**src/rtl/csr_desc_packer_pkg.sv**
```systemverilog
// Shared parameters, field offsets and FSM encoding for the CSR tile descriptor packer.
package csr_desc_packer_pkg;
  localparam int M          = 16;
  localparam int DW_MEM     = 512;
  localparam int DW_ROWIDX  = 4;
  localparam int DW_ELEIDX  = 8;
  localparam int DW_ROWPTR  = (M + 1) * DW_ELEIDX;
  localparam int DW_ROW2ROW = M * DW_ROWIDX;
  localparam int KW         = $clog2(M + 1);

  localparam int WKLD_START_OFF = DW_ROWPTR + DW_ROW2ROW;
  localparam int WKLD_END_OFF   = WKLD_START_OFF + DW_ROWIDX;
  localparam int DESC_USED      = WKLD_END_OFF + DW_ROWIDX;
  localparam bit DESC_FITS      = (DESC_USED <= DW_MEM);

  localparam logic [DW_ELEIDX-1:0] CNT_MAX = '1;

  typedef enum logic [1:0] {
    IDLE  = 2'd0,
    COUNT = 2'd1,
    SCAN  = 2'd2,
    EMIT  = 2'd3
  } state_e;
endpackage

```
**src/rtl/csr_desc_packer_row_nnz_counter.sv**
```systemverilog
// Per-row nonzero counters plus a tile-wide total; all saturate at CNT_MAX.
module row_nnz_counter
  import csr_desc_packer_pkg::*;
(
  input  logic                     clk,
  input  logic                     rst_n,
  input  logic                     inc_i,
  input  logic [DW_ROWIDX-1:0]     row_i,
  input  logic                     clr_i,
  output logic [M*DW_ELEIDX-1:0]   cnt_o,
  output logic [DW_ELEIDX-1:0]     total_o
);
  logic [DW_ELEIDX-1:0] total_q;

  generate
    for (genvar gi = 0; gi < M; gi++) begin : g_row
      logic [DW_ELEIDX-1:0] cnt_q;
      always_ff @(posedge clk or negedge rst_n) begin
        if (!rst_n) begin
          cnt_q <= '0;
        end else if (clr_i) begin
          cnt_q <= '0;
        end else if (inc_i && row_i == DW_ROWIDX'(gi) && cnt_q != CNT_MAX) begin
          cnt_q <= cnt_q + 1'b1;
        end
      end
      assign cnt_o[gi*DW_ELEIDX +: DW_ELEIDX] = cnt_q;
    end
  endgenerate

  always_ff @(posedge clk or negedge rst_n) begin
    if (!rst_n) begin
      total_q <= '0;
    end else if (clr_i) begin
      total_q <= '0;
    end else if (inc_i && total_q != CNT_MAX) begin
      total_q <= total_q + 1'b1;
    end
  end

  assign total_o = total_q;
endmodule

```
**src/rtl/csr_desc_packer.sv**
```systemverilog
// Counts nonzeros per row of a tile, compacts empty rows and emits one packed
// row-pointer / row-map descriptor with a single-cycle write_en strobe.
module csr_desc_packer
  import csr_desc_packer_pkg::*;
(
  input  logic                 clk,
  input  logic                 reset,
  input  logic                 in_valid,
  output logic                 in_ready,
  input  logic [DW_ROWIDX-1:0] in_row,
  input  logic                 in_null,
  input  logic                 in_last,
  output logic                 write_en,
  output logic [DW_MEM-1:0]    cu_input,
  output logic                 err
);
  generate
    if (!DESC_FITS) begin : g_width_check
      $error("descriptor fields exceed DW_MEM");
    end
  endgenerate

  state_e                state_q;
  logic                  in_ready_q, write_en_q, err_q, seen_q;
  logic [DW_MEM-1:0]     cu_input_q;
  logic [DW_ROWIDX-1:0]  prev_row_q, scan_row_q;
  logic [KW-1:0]         k_q, k_d;
  logic [DW_ELEIDX-1:0]  acc_q, acc_d;
  logic [DW_ROWIDX-1:0]  row2row_q [M];
  logic [DW_ROWIDX-1:0]  row2row_d [M];
  logic [DW_ELEIDX-1:0]  row_ptrs_q [M+1];
  logic [DW_ELEIDX-1:0]  row_ptrs_d [M+1];

  logic [M*DW_ELEIDX-1:0] cnt_w;
  logic [DW_ELEIDX-1:0]   total_w, cur_cnt_w;
  logic [DW_MEM-1:0]      desc_d;
  logic accept_w, elem_w, full_w, inc_w, drop_w, order_bad_w, clr_w;

  assign accept_w    = in_valid & in_ready_q;
  assign elem_w      = accept_w & ~in_null;
  assign full_w      = (total_w == CNT_MAX);
  assign inc_w       = elem_w & ~full_w;
  assign drop_w      = elem_w & full_w;
  assign order_bad_w = elem_w & seen_q & (in_row < prev_row_q);
  assign clr_w       = (state_q == EMIT);

  row_nnz_counter u_cnt (
    .clk     (clk),
    .rst_n   (reset),
    .inc_i   (inc_w),
    .row_i   (in_row),
    .clr_i   (clr_w),
    .cnt_o   (cnt_w),
    .total_o (total_w)
  );

  assign cur_cnt_w = cnt_w[scan_row_q*DW_ELEIDX +: DW_ELEIDX];

  // One scan step; every pointer beyond the new k tracks the running sum so
  // unused tail entries end up equal to the final total.
  always_comb begin
    k_d        = k_q;
    acc_d      = acc_q;
    row2row_d  = row2row_q;
    row_ptrs_d = row_ptrs_q;
    if (cur_cnt_w != '0) begin
      acc_d = acc_q + cur_cnt_w;
      row2row_d[k_q[DW_ROWIDX-1:0]] = scan_row_q;
      for (int j = 1; j <= M; j++) begin
        if (KW'(j) > k_q) row_ptrs_d[j] = acc_d;
      end
      k_d = k_q + 1'b1;
    end
  end

  generate
    for (genvar gi = 0; gi <= M; gi++) begin : g_pack_ptr
      assign desc_d[gi*DW_ELEIDX +: DW_ELEIDX] = row_ptrs_d[gi];
    end
    for (genvar gi = 0; gi < M; gi++) begin : g_pack_map
      assign desc_d[DW_ROWPTR + gi*DW_ROWIDX +: DW_ROWIDX] = row2row_d[gi];
    end
  endgenerate
  assign desc_d[WKLD_START_OFF +: DW_ROWIDX] = '0;
  // k == M deliberately wraps to 0; the consumer compares against wkld_end-1.
  assign desc_d[WKLD_END_OFF +: DW_ROWIDX]   = k_d[DW_ROWIDX-1:0];
  assign desc_d[DW_MEM-1:DESC_USED]          = '0;

  always_ff @(posedge clk or negedge reset) begin
    if (!reset) begin
      state_q    <= IDLE;
      in_ready_q <= 1'b0;
      write_en_q <= 1'b0;
      err_q      <= 1'b0;
      seen_q     <= 1'b0;
      cu_input_q <= '0;
      prev_row_q <= '0;
      scan_row_q <= '0;
      k_q        <= '0;
      acc_q      <= '0;
      for (int i = 0; i < M; i++) row2row_q[i] <= '0;
      for (int i = 0; i <= M; i++) row_ptrs_q[i] <= '0;
    end else begin
      if (order_bad_w || drop_w) err_q <= 1'b1;
      case (state_q)
        IDLE, COUNT: begin
          in_ready_q <= 1'b1;
          if (accept_w) begin
            state_q <= COUNT;
            if (elem_w) begin
              seen_q     <= 1'b1;
              prev_row_q <= in_row;
            end
            if (in_last) begin
              state_q    <= SCAN;
              in_ready_q <= 1'b0;
              scan_row_q <= '0;
              k_q        <= '0;
              acc_q      <= '0;
              for (int i = 0; i < M; i++) row2row_q[i] <= '0;
              for (int i = 0; i <= M; i++) row_ptrs_q[i] <= '0;
            end
          end
        end
        SCAN: begin
          k_q        <= k_d;
          acc_q      <= acc_d;
          row2row_q  <= row2row_d;
          row_ptrs_q <= row_ptrs_d;
          scan_row_q <= scan_row_q + 1'b1;
          if (scan_row_q == DW_ROWIDX'(M - 1)) begin
            state_q    <= EMIT;
            write_en_q <= 1'b1;
            cu_input_q <= desc_d;
          end
        end
        EMIT: begin
          write_en_q <= 1'b0;
          in_ready_q <= 1'b1;
          seen_q     <= 1'b0;
          state_q    <= IDLE;
        end
        default: state_q <= IDLE;
      endcase
    end
  end

  assign in_ready = in_ready_q;
  assign write_en = write_en_q;
  assign cu_input = cu_input_q;
  assign err      = err_q;
endmodule

```
**config.mk**
```make
export PLATFORM = sky130hd
export DESIGN_NAME = csr_desc_packer
export DESIGN_NICKNAME = d
export VERILOG_FILES = /design/src/rtl/csr_desc_packer_pkg.sv /design/src/rtl/csr_desc_packer_row_nnz_counter.sv /design/src/rtl/csr_desc_packer.sv
export SDC_FILE = /design/constraint.sdc
export NUM_CORES = 1
export LEC_CHECK = 0
export ABC_CLOCK_PERIOD_IN_PS = 3800
export BUFFER_PORTS_ARGS = -buffer_cell sky130_fd_sc_hd__buf_4
export CORE_ASPECT_RATIO = 0.7
export CORE_UTILIZATION = 40
export DETAILED_ROUTE_END_ITERATION = 10
export GPL_TIMING_DRIVEN = 0
export SKIP_CTS_REPAIR_TIMING = 1
export SYNTH_ARGS = -nofsm -noshare
export SYNTH_HDL_FRONTEND = slang
export SYNTH_SLANG_ARGS = --single-unit
```
**constraint.sdc**
```tcl
create_clock -name clk -period 3.8 [get_ports clk]
set_clock_uncertainty 0.1 [all_clocks]
set_input_delay 0.38 -clock clk [delete_from_list [all_inputs] [get_ports clk]]
set_output_delay 0.38 -clock clk [all_outputs]
set_load 0.05 [all_outputs]
```
After elaboration in Yosys (flattened, before gate mapping)
Cells that the tools add are included.
{"block": "totals", "output_inout_bits": 515, "reg_bits": 567, "wordCells": 304, "in_bits": 9}
{"block": "op_classes", "shifts": 1, "n_lt_le_gt_ge": 19, "n_mux": 84, "n_reduce_logical": 67, "bitwise_logic": 10, "n_addsub": 20, "eq_ne": 42}
{"op": "two-way mux 8 bit", "n": 53}
{"op": "two-way mux 136 bit", "n": 2}
{"op": "one-hot mux 136 bit (2 select lines)", "n": 1}
{"op": "two-way mux 64 bit", "n": 3}
{"op": "adder 8 x 1 -> 8 bit, second input constant", "n": 17}
{"op": "inequality test 8 bit, second input constant", "n": 17}
{"op": "two-way mux 128 bit", "n": 1}
{"op": "one-hot mux 64 bit (2 select lines)", "n": 1}
{"op": "variable part select 128 x 8 -> 8 bit", "n": 1}
{"op": "bitwise mux 64 bit", "n": 1}
{"op": "> comparator 4 x 5 -> 1 bit, first input constant", "n": 8}
{"op": "nonzero test 2 bit", "n": 20}
{"op": "== test 4 bit, second input constant", "n": 9}
{"op": "logical AND 1 bit", "n": 34}
{"op": "> comparator 3 x 5 -> 1 bit, first input constant", "n": 4}
{"op": "demux 4 bit (select 4 bit)", "n": 1}
{"op": "== test 4 x 3 -> 1 bit, second input constant", "n": 4}
{"op": "one-hot mux 8 bit (2 select lines)", "n": 1}
{"op": "two-way mux 5 bit", "n": 3}
{"op": "two-way mux 4 bit", "n": 3}
{"op": "> comparator 2 x 5 -> 1 bit, first input constant", "n": 2}
{"op": "inequality test 2 bit, second input constant", "n": 5}
{"op": "one-hot mux 5 bit (2 select lines)", "n": 1}
{"op": "AND reduction 3 bit", "n": 3}
{"op": "other kinds (28)", "n": 48}

Longest topological paths before layout
Gate-level depths: netlist (run 1).
{"block": "logic_depth", "depth_word": 8, "ltp_mapped": 18, "mapped_depth_nobuf": 13}

Modules after synthesis
A second synthesis (run 1) with hierarchy kept.
{"block": "unflattened", "cells_unflattened": 2785, "area_unflattened_um2": 28371.0}
{"mod": "csr_desc_packer", "cells_each": 2047, "area_each_um2": 21299.2, "instances": 1, "seq_area_each_um2": 10385.0}
{"mod": "row_nnz_counter", "cells_each": 738, "area_each_um2": 7071.8, "instances": 1, "seq_area_each_um2": 3403.3}

Worst setup path before layout (run 1)
Ideal clock, no wire load.
{"block": "synth_timing", "path_kind": "reg2reg", "start": "register scan_row_q[1]", "end": "register cu_input_q[70] (netlist: cu_input[70])", "period_less_slack_ps": 3830, "required_ps": 3565, "path_slack_ps": -30, "arrival_ps": 3595, "stages_incl_launch_ff": 16, "cell_sequence": "dfrtp_1 > buf_2 > buf_6 > buf_2 > mux4_2 > mux2i_1 > a21oi_1 > ha_1 > nor2b_1 > o21ai_0 > a21boi_0 > o21a_1 > or3_1 > nand3_1 > clkbuf_1 > o211ai_1"}
{"block": "synth_between", "elab_chain_cells": 4}
{"item": "from (decl)", "line_no": "csr_desc_packer.sv:26", "text": "logic [DW_ROWIDX-1:0] prev_row_q, scan_row_q;"}
{"item": "from (signal assigned)", "line_no": "csr_desc_packer.sv:130", "text": "scan_row_q <= scan_row_q + 1'b1;"}
{"item": "variable part select 128 x 8 -> 8 bit", "line_no": "csr_desc_packer.sv:57", "text": "assign cur_cnt_w = cnt_w[scan_row_q*DW_ELEIDX +: DW_ELEIDX];"}
{"item": "adder 8 bit", "line_no": "csr_desc_packer.sv:67", "text": "acc_d = acc_q + cur_cnt_w;"}
{"item": "two-way mux 8 bit", "line_no": "csr_desc_packer.sv:70", "text": "if (KW'(j) > k_q) row_ptrs_d[j] = acc_d;"}
{"item": "two-way mux 128 bit", "line_no": "csr_desc_packer.sv:66", "text": "if (cur_cnt_w != '0) begin"}
{"item": "to (signal assigned)", "line_no": "csr_desc_packer.sv:134", "text": "cu_input_q <= desc_d;"}
{"item": "to (decl)", "line_no": "csr_desc_packer.sv:25", "text": "logic [DW_MEM-1:0] cu_input_q;"}
Several ways; a longest one is shown, not always the timed one.
A chain may end at the register's enable or synchronous reset.

Worst setup path after layout (run 1)
{"block": "layout_timing", "start": "register scan_row_q[1]", "end": "register row_ptrs_q[38] (netlist name)"}
{"block": "layout_between", "elab_chain_cells": 5}
{"item": "variable part select 128 x 8 -> 8 bit *", "line_no": "csr_desc_packer.sv:57"}
{"item": "adder 8 bit", "line_no": "csr_desc_packer.sv:67"}
{"item": "two-way mux 8 bit", "line_no": "csr_desc_packer.sv:70"}
{"item": "two-way mux 128 bit *", "line_no": "csr_desc_packer.sv:66"}
{"item": "one-hot mux 136 bit (2 select lines) *", "line_no": "csr_desc_packer.sv:105", "text": "case (state_q)"}
{"item": "to (signal assigned)", "line_no": "csr_desc_packer.sv:129", "text": "row_ptrs_q <= row_ptrs_d;"}
{"item": "to (decl)", "line_no": "csr_desc_packer.sv:31", "text": "logic [DW_ELEIDX-1:0] row_ptrs_q [M+1];"}
Mark *: on every way between the ends. The rest lies on a longest branch, timed or not. The select of a mux whose other input is x is not followed.

==> flow_summary.yaml, run 1 <==
status:
  status: "finished, final reports clean"
cells_and_area:
  drive_above_1_share: 0.256
  area_growth_syn_to_layout_pct: 25.2
  fillers: 6245
  final_cell_area_um2: 34700
  nets: 3352
sta:
  max_freq_mhz: 266
  max_slew_margin: 0.221
  report.final.slew_viol_count: 0
  worst_pin_slew_ns: 1.17
  whs_ns: 0.0796
  setup_slack_ns: 0.0354
  rsz0062_at_grt: "true"
  period_share: 0.991
  setup_viol: 0
  hold_viol_final: 0
  post-route-min-period_ns: 3.76
yosys:
  synth_cell_types: 62
  yosysMostFrequentCell: "dfrtp_1"
  async_flop_share: 1.00
  synth_top_area_frac: 0.498
  ys.flop_type: "dfrtp_1"
  syn_avg_cell_area_um2: 10.3
  synthCells: 2686
  ys_seq_elements: 551
  synth_edf_count: 0
  synth-seq-area-share: 0.498
  synth_top_area_cell: "dfrtp_1"
  synth_common_cells: "551 x dfrtp_1, 319 x buf_4, 268 x nand2_1"
  yosys_warnings: 0
  syn-cell-area_um2: 27700
  ys_top_cells_by_area: "dfrtp_1 50%, buf_4 8.7%, a22o_1 5.6%, nand3_1 4.0%, nand2_1 3.6%"
clock_network:
  cts_tree: "done"
  h-tree-depth: 2
  clock-sinks: 551
  cts_inserted_buffers: 56
  cts.clk_slew.worst_paths_ns: 0.07
  clkLatencyLatePin_ns: 0.64
  clockBufferDepth: 3
  cts_root_buf: "clkbuf_16"
power:
  cellLeakagePower_uw: 0.0171
  power.density_nw_per_um2: 499
  vdd.ir_drop.worst_v: 0.000390
hold_path:
  hold_path_class: "input pin to asynchronous set/reset pin"
worst_setup_path:
  criticalPathCategory: "flop to flop"
  startpoint_type: "flop"
  crit_fanout: 5
  arrival_ns: 4.17
  cp-end-kind: "flop"
  critPathRequiredTime_ns: 4.20
routing:
  routed-via-count: 22426
  firstDrtPassIters: 6
  route.detailed.drc: 0
  initialDrtViolationCount: 1996
  wl_um: 89000
  drt-vias-per-instance: 5.27
  wire_per_inst_um: 20.9
  ant_nets: 0
grt:
  grt_max_degree: 116
  grt_pass1_vias: 21020
  grt_overflow: 0
  grt_pass1_wl_um: 133000
  antenna_found_initial: 0
  grt.total_usage: 0.248
placed_design:
  place_ws_ns: -2.27
  dp_hpwl_um: 64200
  gp_congestion: 0.904
  port_buffers: 207
  dpl_cell_area_um2: 31700
floorplanning:
  dieWidth_um: 316
  die_area_um2: 70300
  pin_count: 524
  die_h_um: 222
  start_util: 0.406
  core_um2: 68300
  row_count: 80
job:
  cap_violations: 0
[metrics by stage]
stage	instances	setup TNS, ns	util	total power [µW]
floorplan	3001	-0.169	-	9530
global placement	4110	-2342.66	0.462	10900
detailed placement	4117	-409.16	0.465	11000
CTS	4219	-429.66	0.493	16800
global route	4256	-1.38	0.508	17900
finish	4257	0	0.508	17300
[placed cells by master (no fill, tap or decap), drive strengths merged, types with 39 or more instances in the layout]
cell type and n:
a21oi 82, a22o 177, and3 39, buf 626, clkbuf 188, conb 316, dfrtp 551, mux2i 75
nand2 268, nand3 224, nand4 51, nor2 191, o211ai 50, o21ai 134, xor2 84
[kinds of logic (layout without fill, tap and decap cells)]
kind of cell,Yosys count,after routing,share of synthesized area
AND/OR/NAND/NOR,851,851,0.142
adder cells (fa/ha/maj),33,33,0.0152
AO/OA/AOI/OAI,521,521,0.139
multiplexers,114,114,0.0565
XOR/XNOR,115,115,0.0364
other,1,317,0.000135
flip-flops,551,551,0.498
buffers and inverters,500,853,0.113
[worst max-delay path, stage by stage (launching register included)]
cell and delay (ns):
dfrtp_1 0.39, buf_8 0.15, buf_12 0.13, mux4_2 0.50, mux2_2 0.33, nor2_2 0.13
a21oi_2 0.04, ha_1 0.37, nor2b_1 0.17, o21ai_2 0.17, a21boi_2 0.10, o21a_1 0.23
or3_4 0.38, nand3_4 0.13, buf_4 0.20, o2bb2ai_1 0.08
[state kept, by name (all words and copies together) (netlist names), 2 cells and up]
signal,flops
k_q,5
cu_input,196
state_q,2
scan_row_q,4
row_ptrs_q,128
u_cnt.total_o,8
prev_row_q,4
u_cnt.g_row.cnt_q,128
acc_q,8
row2row_q,64
[per-layer routing]
layer	vias to the layer above	share of wire	GRT usage
met5	-	0	0
met4	0	0.019	0.0603
met3	110	0.093	0.0762
met2	824	0.44	0.360
met1	11356	0.44	0.358
li1	10136	-	-
[where the power goes]
part           internal [µW]  switching (µW)  total [µW]
Combinational           1430            3770        5190
Clock                   3380            2460        5840
Sequential              6040             225        6270
Total                  10900            6450       17300
[worst paths after layout]
check	from	to	slack, ns	depth (start not counted)
setup / recovery	scan_row_q[1]	row_ptrs_q[38]	0.04	15
hold / removal	reset	cu_input[169]	0.08	2
setup reg to reg	scan_row_q[1]	row_ptrs_q[38]	0.04	15
hold reg to reg	cu_input[171]	cu_input[171]	0.37	2
max in group asynchronous	reset	cu_input[28]	1.91	5
min in group clk	in_last	state_q[0]	0.17	4
[layout make-up]
class                   count  area [µm²]  area share
flip-flops and latches    551       13800       0.398
multi-input cells        1950       12300       0.356
plain buffers             479        3240      0.0935
repair buffers            260        2190      0.0631
clock buffers              82        1670      0.0482
well taps                 902        1130      0.0326
clock inverters            20         251     0.00726
inverters                  12        45.0     0.00130
diodes                      1        2.50   0.0000722
No activity file was read; power rests on OpenSTA's default activity.
==> run 2: changes to the inputs <==
SETUP_SLACK_MARGIN = 0.2   (was not set)
SYNTH_HIERARCHICAL = 1   (was not set)
==> run 2 against run 1 <==
Total power grew 25%. Clock-buffer cell count is 14 lower. Global-route usage decreased by 0.48 points. Critical path depth rose by 1. Wire length grew 2.5%. Area after synthesis is 2.5% higher. Utilization increased by 0.21 points. Maximum frequency is 0.85% lower. Synthesized cell count increased by 3.7%. Largest cell class unchanged. Sequential power up 12%. Sequential share of layout area down 1.2 points. Die area grew 2.5%. Critical path type unchanged.
==> flow_summary.yaml, run 2 <==
yosys:
  synth_top_area_cell: "dfrtp_1"
  synth_cell_types: 68
  syn_avg_cell_area_um2: 10.2
  yosys_warnings: 6
  synth_top_area_frac: 0.486
  synth_common_cells: "551 x dfrtp_1, 321 x buf_4, 272 x nand3_1"
  synth-seq-area-share: 0.486
  synth_edf_count: 0
  ys_top_cells_by_area: "dfrtp_1 49%, buf_4 8.5%, a22o_1 5.6%, nand3_1 4.8%, nand2_1 3.4%"
  yosysMostFrequentCell: "dfrtp_1"
  async_flop_share: 1.00
  ys.flop_type: "dfrtp_1"
  syn-cell-area_um2: 28400
  synthCells: 2785
  ys_seq_elements: 551
cells_and_area:
  drive_above_1_share: 0.264
  seq_area_um2: 13800
  mostFrequentLayoutCells: "568 x buf_4, 551 x dfrtp_1, 316 x conb_1, 270 x nand3_1, 251 x nand2_1"
  diodes: 0
  fillers: 6468
  largest_reg_flops: 196
  area_growth_syn_to_layout_pct: 25.8
  fin_util: 0.510
  final_cell_area_um2: 35700
  nets: 3466
  final_common_cell: "buf_4"
  multi_input_comb_area_um2: 13000
floorplanning:
  core_um2: 70000
  die_h_um: 225
  dieWidth_um: 320
  start_util: 0.405
  pin_count: 524
  die_area_um2: 72000
  row_count: 81
worst_setup_path:
  reg2reg_to: "row_ptrs_q[55]"
  cp_cell_sequence: "buf_12, clkbuf_16, mux4_2, mux2_4, nor2_4, a21oi_2, ha_1, nand3_1, o211ai_1, nor4_2, nor3_2, xnor2_2, and2_4, buf_8, clkbuf_16, a22o_1"
  startpoint_type: "flop"
  reg2reg_slack_ns: 0.003
  cp-end-kind: "flop"
  critPathRequiredTime_ns: 4.22
  r2r-start: "scan_row_q[0]"
  cpPeakStageDelay_ns: 0.50
  ff2ff_path_depth: 16
  arrival_ns: 4.21
  cp_top_family: "multiplexers"
  criticalPathCategory: "flop to flop"
  crit_fanout: 7
  crit_path_frequent_cell: "clkbuf_16"
  slowest_stage: "mux4_2"
  path_buf_inv: 4
routing:
  wire_per_inst_um: 20.6
  drt-vias-per-instance: 5.30
  route.detailed.drc: 0
  wl_um: 91100
  initialDrtViolationCount: 2588
  ant_nets: 0
  firstDrtPassIters: 6
  routed-via-count: 23438
clock_network:
  h-tree-depth: 2
  clock-sinks: 551
  clockBufferDepth: 3
  cts_tree: "done"
  cts_root_buf: "clkbuf_16"
  cts_inserted_buffers: 55
  cts.clk_slew.worst_paths_ns: 0.07
  clkLatencyLatePin_ns: 0.64
power:
  power.share.clock: 0.279
  intPower_uw: 12600
  cellLeakagePower_uw: 0.0173
  p_sw_uw: 8990
  p_comb_frac: 0.394
  fin_total_pwr_uw: 21600
  p_seq_frac: 0.327
  vdd.ir_drop.worst_v: 0.000394
  sw_frac_of_total: 0.417
  power.density_nw_per_um2: 604
sta:
  worst_pin_slew_ns: 1.35
  hold_viol_final: 0
  period_share: 0.999
  max_freq_mhz: 263
  rsz0062_at_grt: "true"
  post-route-min-period_ns: 3.80
  max_slew_margin: 0.0991
  report.final.slew_viol_count: 0
  setup_viol: 0
grt:
  grt_pass1_wl_um: 134000
  grt_max_degree: 121
  grt.total_usage: 0.243
  grt_pass1_vias: 21013
  grt_overflow: 0
  antenna_found_initial: 3
placed_design:
  dpl_cell_area_um2: 32500
  gp_congestion: 1.01
  dp_hpwl_um: 65300
  port_buffers: 207
hold_path:
  hold_start: "in_valid"
  hold_end: "err"
  whs_path_depth: 3
  hold_path_class: "input pin to flop"
job:
  cap_violations: 0
status:
  status: "finished, final reports clean"
[run 2: cell types whose count changed after synthesis, moves of 16 or more]
cell	change
a21oi_1	+54
and3_1	-16
nand3_1	+48
nand4_1	-19
nor2_1	-55
o21ai_0	+18
o31ai_1	+32
or3_1	+23
or4_1	+31
xnor2_1	-25
xor2_1	-46
[run 2: worst reg2reg max path: stages (launching register included)]
cell and delay (ns):
dfrtp_1 0.41, buf_12 0.15, clkbuf_16 0.16, mux4_2 0.50, mux2_4 0.33, nor2_4 0.10
a21oi_2 0.05, ha_1 0.37, nand3_1 0.09, o211ai_1 0.31, nor4_2 0.08, nor3_2 0.19
xnor2_2 0.14, and2_4 0.19, buf_8 0.14, clkbuf_16 0.17, a22o_1 0.19
[run 2: logic make-up after synthesis]
family | after synthesis | synth area share
muxes | 115 | 0.0557
buffers and inverters | 513 | 0.113
xor gates and xnor gates | 44 | 0.0136
adders and majority gates | 33 | 0.0148
other | 1 | 0.000132
DFF | 551 | 0.486
AOI/OAI and AO/OA | 659 | 0.169
and+or+nand+nor | 869 | 0.148
[run 2: per-stage QoR]
step	std cells	hold WS, ns	TNS [ns]	worst slack (ns)
after global routing	4422	0.0744	-1.51	-0.0904
final	4422	0.0762	0	0.00318
after global placement	4261	0.353	-2511.53	-4.03
after detailed placement	4267	0.359	-317.52	-1.74
after floorplan	3100	-0.0156	0	0.173
after CTS	4368	-0.289	-327.35	-1.80
[run 2: worst max path at each step]
stage	from	to	slack (ns)	cells after the start
after floorplan	scan_row_q[0]	cu_input[14]	0.17	15
after global placement	reset	row_ptrs_q[60]	-4.03	1
after detailed placement	scan_row_q[1]	row_ptrs_q[124]	-1.74	16
after CTS	scan_row_q[1]	row_ptrs_q[52]	-1.80	16
after global routing	scan_row_q[0]	row_ptrs_q[55]	-0.09	16
final	scan_row_q[0]	row_ptrs_q[55]	0.003	16
[run 2: cell type report]
type / count / share of cell area
clock inverter: 33 / 0.0131
timing repair buffer: 267 / 0.0650
tap: 954 / 0.0334
inverter: 21 / 0.00221
multi-input combinational: 2036 / 0.363
clock buffer: 68 / 0.0416
sequential: 551 / 0.386
buffer: 492 / 0.0952
[run 2: routing by layer]
| layer | track usage | vias up | wire length, µm |
|---|---|---|---|
| met4 | 0.0577 | 6 | 1810 |
| met1 | 0.378 | 11579 | 42600 |
| met3 | 0.0597 | 134 | 8710 |
| li1 | - | 10756 | - |
| met2 | 0.332 | 963 | 38000 |
| met5 | 0.00404 | - | 67 |
[run 2: power by group through the flow]
stage	sequential, µW	clock [µW]	combinational [µW]
floorplan	7450	0	4770
global placement	7130	0	7430
detailed placement	7120	0	7510
CTS	7030	6090	7520
global route	7120	6330	9010
finish	7050	6020	8500
==> run 3: changes to the inputs <==
GPL_TIMING_DRIVEN = not set   (was 0)
==> run 3 against run 2 <==
Die area is the same. Cell count shrank 9.7%. Utilization shrank 4.6 points. Combinational power shrank 2.7%. Clock-buffer cell count grew 16. Maximum frequency grew 4.6%. Total power shrank 1.9%. Sequential cell count is the same. Highest routed layer unchanged.
==> flow_summary.yaml, run 3 (synthesized netlist as in run 2, its figures left out) <==
job:
  cap_violations: 0
power:
  cellLeakagePower_uw: 0.0153
  vdd.ir_drop.worst_v: 0.000398
  power.density_nw_per_um2: 651
  fin_total_pwr_uw: 21200
hold_path:
  hold_path_class: "input pin to flop"
  hold_start: "in_last"
clock_network:
  clock-sinks: 551
  h-tree-depth: 2
  cts_root_buf: "clkbuf_16"
  cts_tree: "done"
  cts.clk_slew.worst_paths_ns: 0.07
  clkLatencyLatePin_ns: 0.64
  clockBufferDepth: 3
  cts_inserted_buffers: 56
floorplanning:
  pin_count: 524
  die_h_um: 225
  start_util: 0.405
  core_um2: 70000
  die_area_um2: 72000
  row_count: 81
  dieWidth_um: 320
grt:
  grt_pass1_wl_um: 125000
  grt_overflow: 0
  grt_pass1_vias: 20710
  grt_max_degree: 141
  grt.total_usage: 0.222
  antenna_found_initial: 1
routing:
  initialDrtViolationCount: 2362
  top_layer: "met5"
  firstDrtPassIters: 5
  wl_met2_um: 36000
  wire_per_inst_um: 20.4
  drt-vias-per-instance: 5.53
  routed-via-count: 22080
  route.detailed.drc: 0
  wl_um: 81600
  wl_met1_um: 37900
  met3WireLength_um: 5720
  ant_nets: 0
sta:
  report.final.slew_viol_count: 0
  rsz0062_at_grt: "true"
  post-route-min-period_ns: 3.63
  setup_viol: 0
  hold_viol_final: 0
  tns_ns: 0
  worst_pin_slew_ns: 1.21
  period_share: 0.955
  max_slew_margin: 0.194
  max_freq_mhz: 276
cells_and_area:
  fillers: 6524
  final_common_cell: "dfrtp_1"
  instances_no_fill: 3995
  nets: 3038
  mostFrequentLayoutCells: "548 x dfrtp_1, 316 x conb_1, 298 x buf_4, 269 x nand3_1, 254 x nand2_1"
  area_growth_syn_to_layout_pct: 14.5
  diodes: 0
  largest_reg_flops: 196
  drive_above_1_share: 0.184
worst_setup_path:
  arrival_ns: 4.05
  r2r-start: "scan_row_q[0]"
  crit_fanout: 16
  criticalPathCategory: "flop to flop"
  critPathRequiredTime_ns: 4.22
  cp-end-kind: "flop"
  cp_cell_sequence: "buf_12, mux4_2, a22oi_2, nand2_2, ha_1, inv_1, fa_1, nor2b_1, o21ai_1, a21boi_1, o21a_1, or3_4, nand3_4, clkbuf_16, o211ai_1"
  timing.critical_path.from: "scan_row_q[0]"
  startpoint_type: "flop"
  cpPeakStageDelay_ns: 0.53
  slowest_stage: "mux4_2"
placed_design:
  dp_hpwl_um: 56700
  gp_congestion: 0.897
  placed_cells: 3874
  port_buffers: 207
status:
  status: "finished, final reports clean"
==> run 3: power by group <==
group | switching [µW] | leakage, µW | internal (µW)
combinational | 5830 | 0.00677 | 2440
sequential | 604 | 0.00763 | 6540
clock | 2440 | 0.000937 | 3310
total | 8880 | 0.0153 | 12300
==> run 3: area by class of cell <==
cell class                      instances  area, µm²  share of cell area
Clock buffer                           84       1670              0.0513
Clock inverter                         19        234             0.00720
Inverter                               21       80.1             0.00246
Multi-Input combinational cell       2036      12700               0.392
Sequential cell                       551      13800               0.424
Tap cell                              954       1190              0.0367
Timing Repair Buffer                  330       2780              0.0856
==> run 3: worst paths after layout <==
path | to | slack [ns] | depth (start not counted)
setup reg to reg | cu_input[22] | 0.17 | 15
hold / removal | state_q[0] | 0.01 | 4
setup / recovery | cu_input[22] | 0.17 | 15
hold reg to reg | cu_input[139] | 0.37 | 2
max in group asynchronous | cu_input[44] | 2.27 | 3
min in group asynchronous | row2row_q[35] | 0.22 | 2
==> run 3: metal layers <==
layer  up-vias  global-route usage
met2       851               0.327
li1       9891                   -
met1     11217               0.335
met4         2              0.0627
met3       119              0.0379
met5         -                   0
==> run 3: critical path: cells and delay by family (launching register included) <==
kind	cells	cell delay, ns
and+or+nand+nor	4	0.71
buffers and inverters	3	0.43
AOI/OAI and AO/OA	5	0.90
DFF	1	0.42
adders and majority gates	2	0.41
muxes	1	0.53
==> run 3: stage by stage <==
stage | util | hold WS [ns] | cell area [µm²] | setup WS (ns)
after floorplan | - | -0.0156 | 29600 | 0.173
after global placement | 0.432 | 0.275 | 30300 | 0.0338
after detailed placement | 0.432 | 0.280 | 30300 | -0.0236
after CTS | 0.459 | -0.401 | 32200 | -0.0548
after global routing | 0.464 | 0.0375 | 32500 | 0.0346
final | 0.464 | 0.0106 | 32500 | 0.170
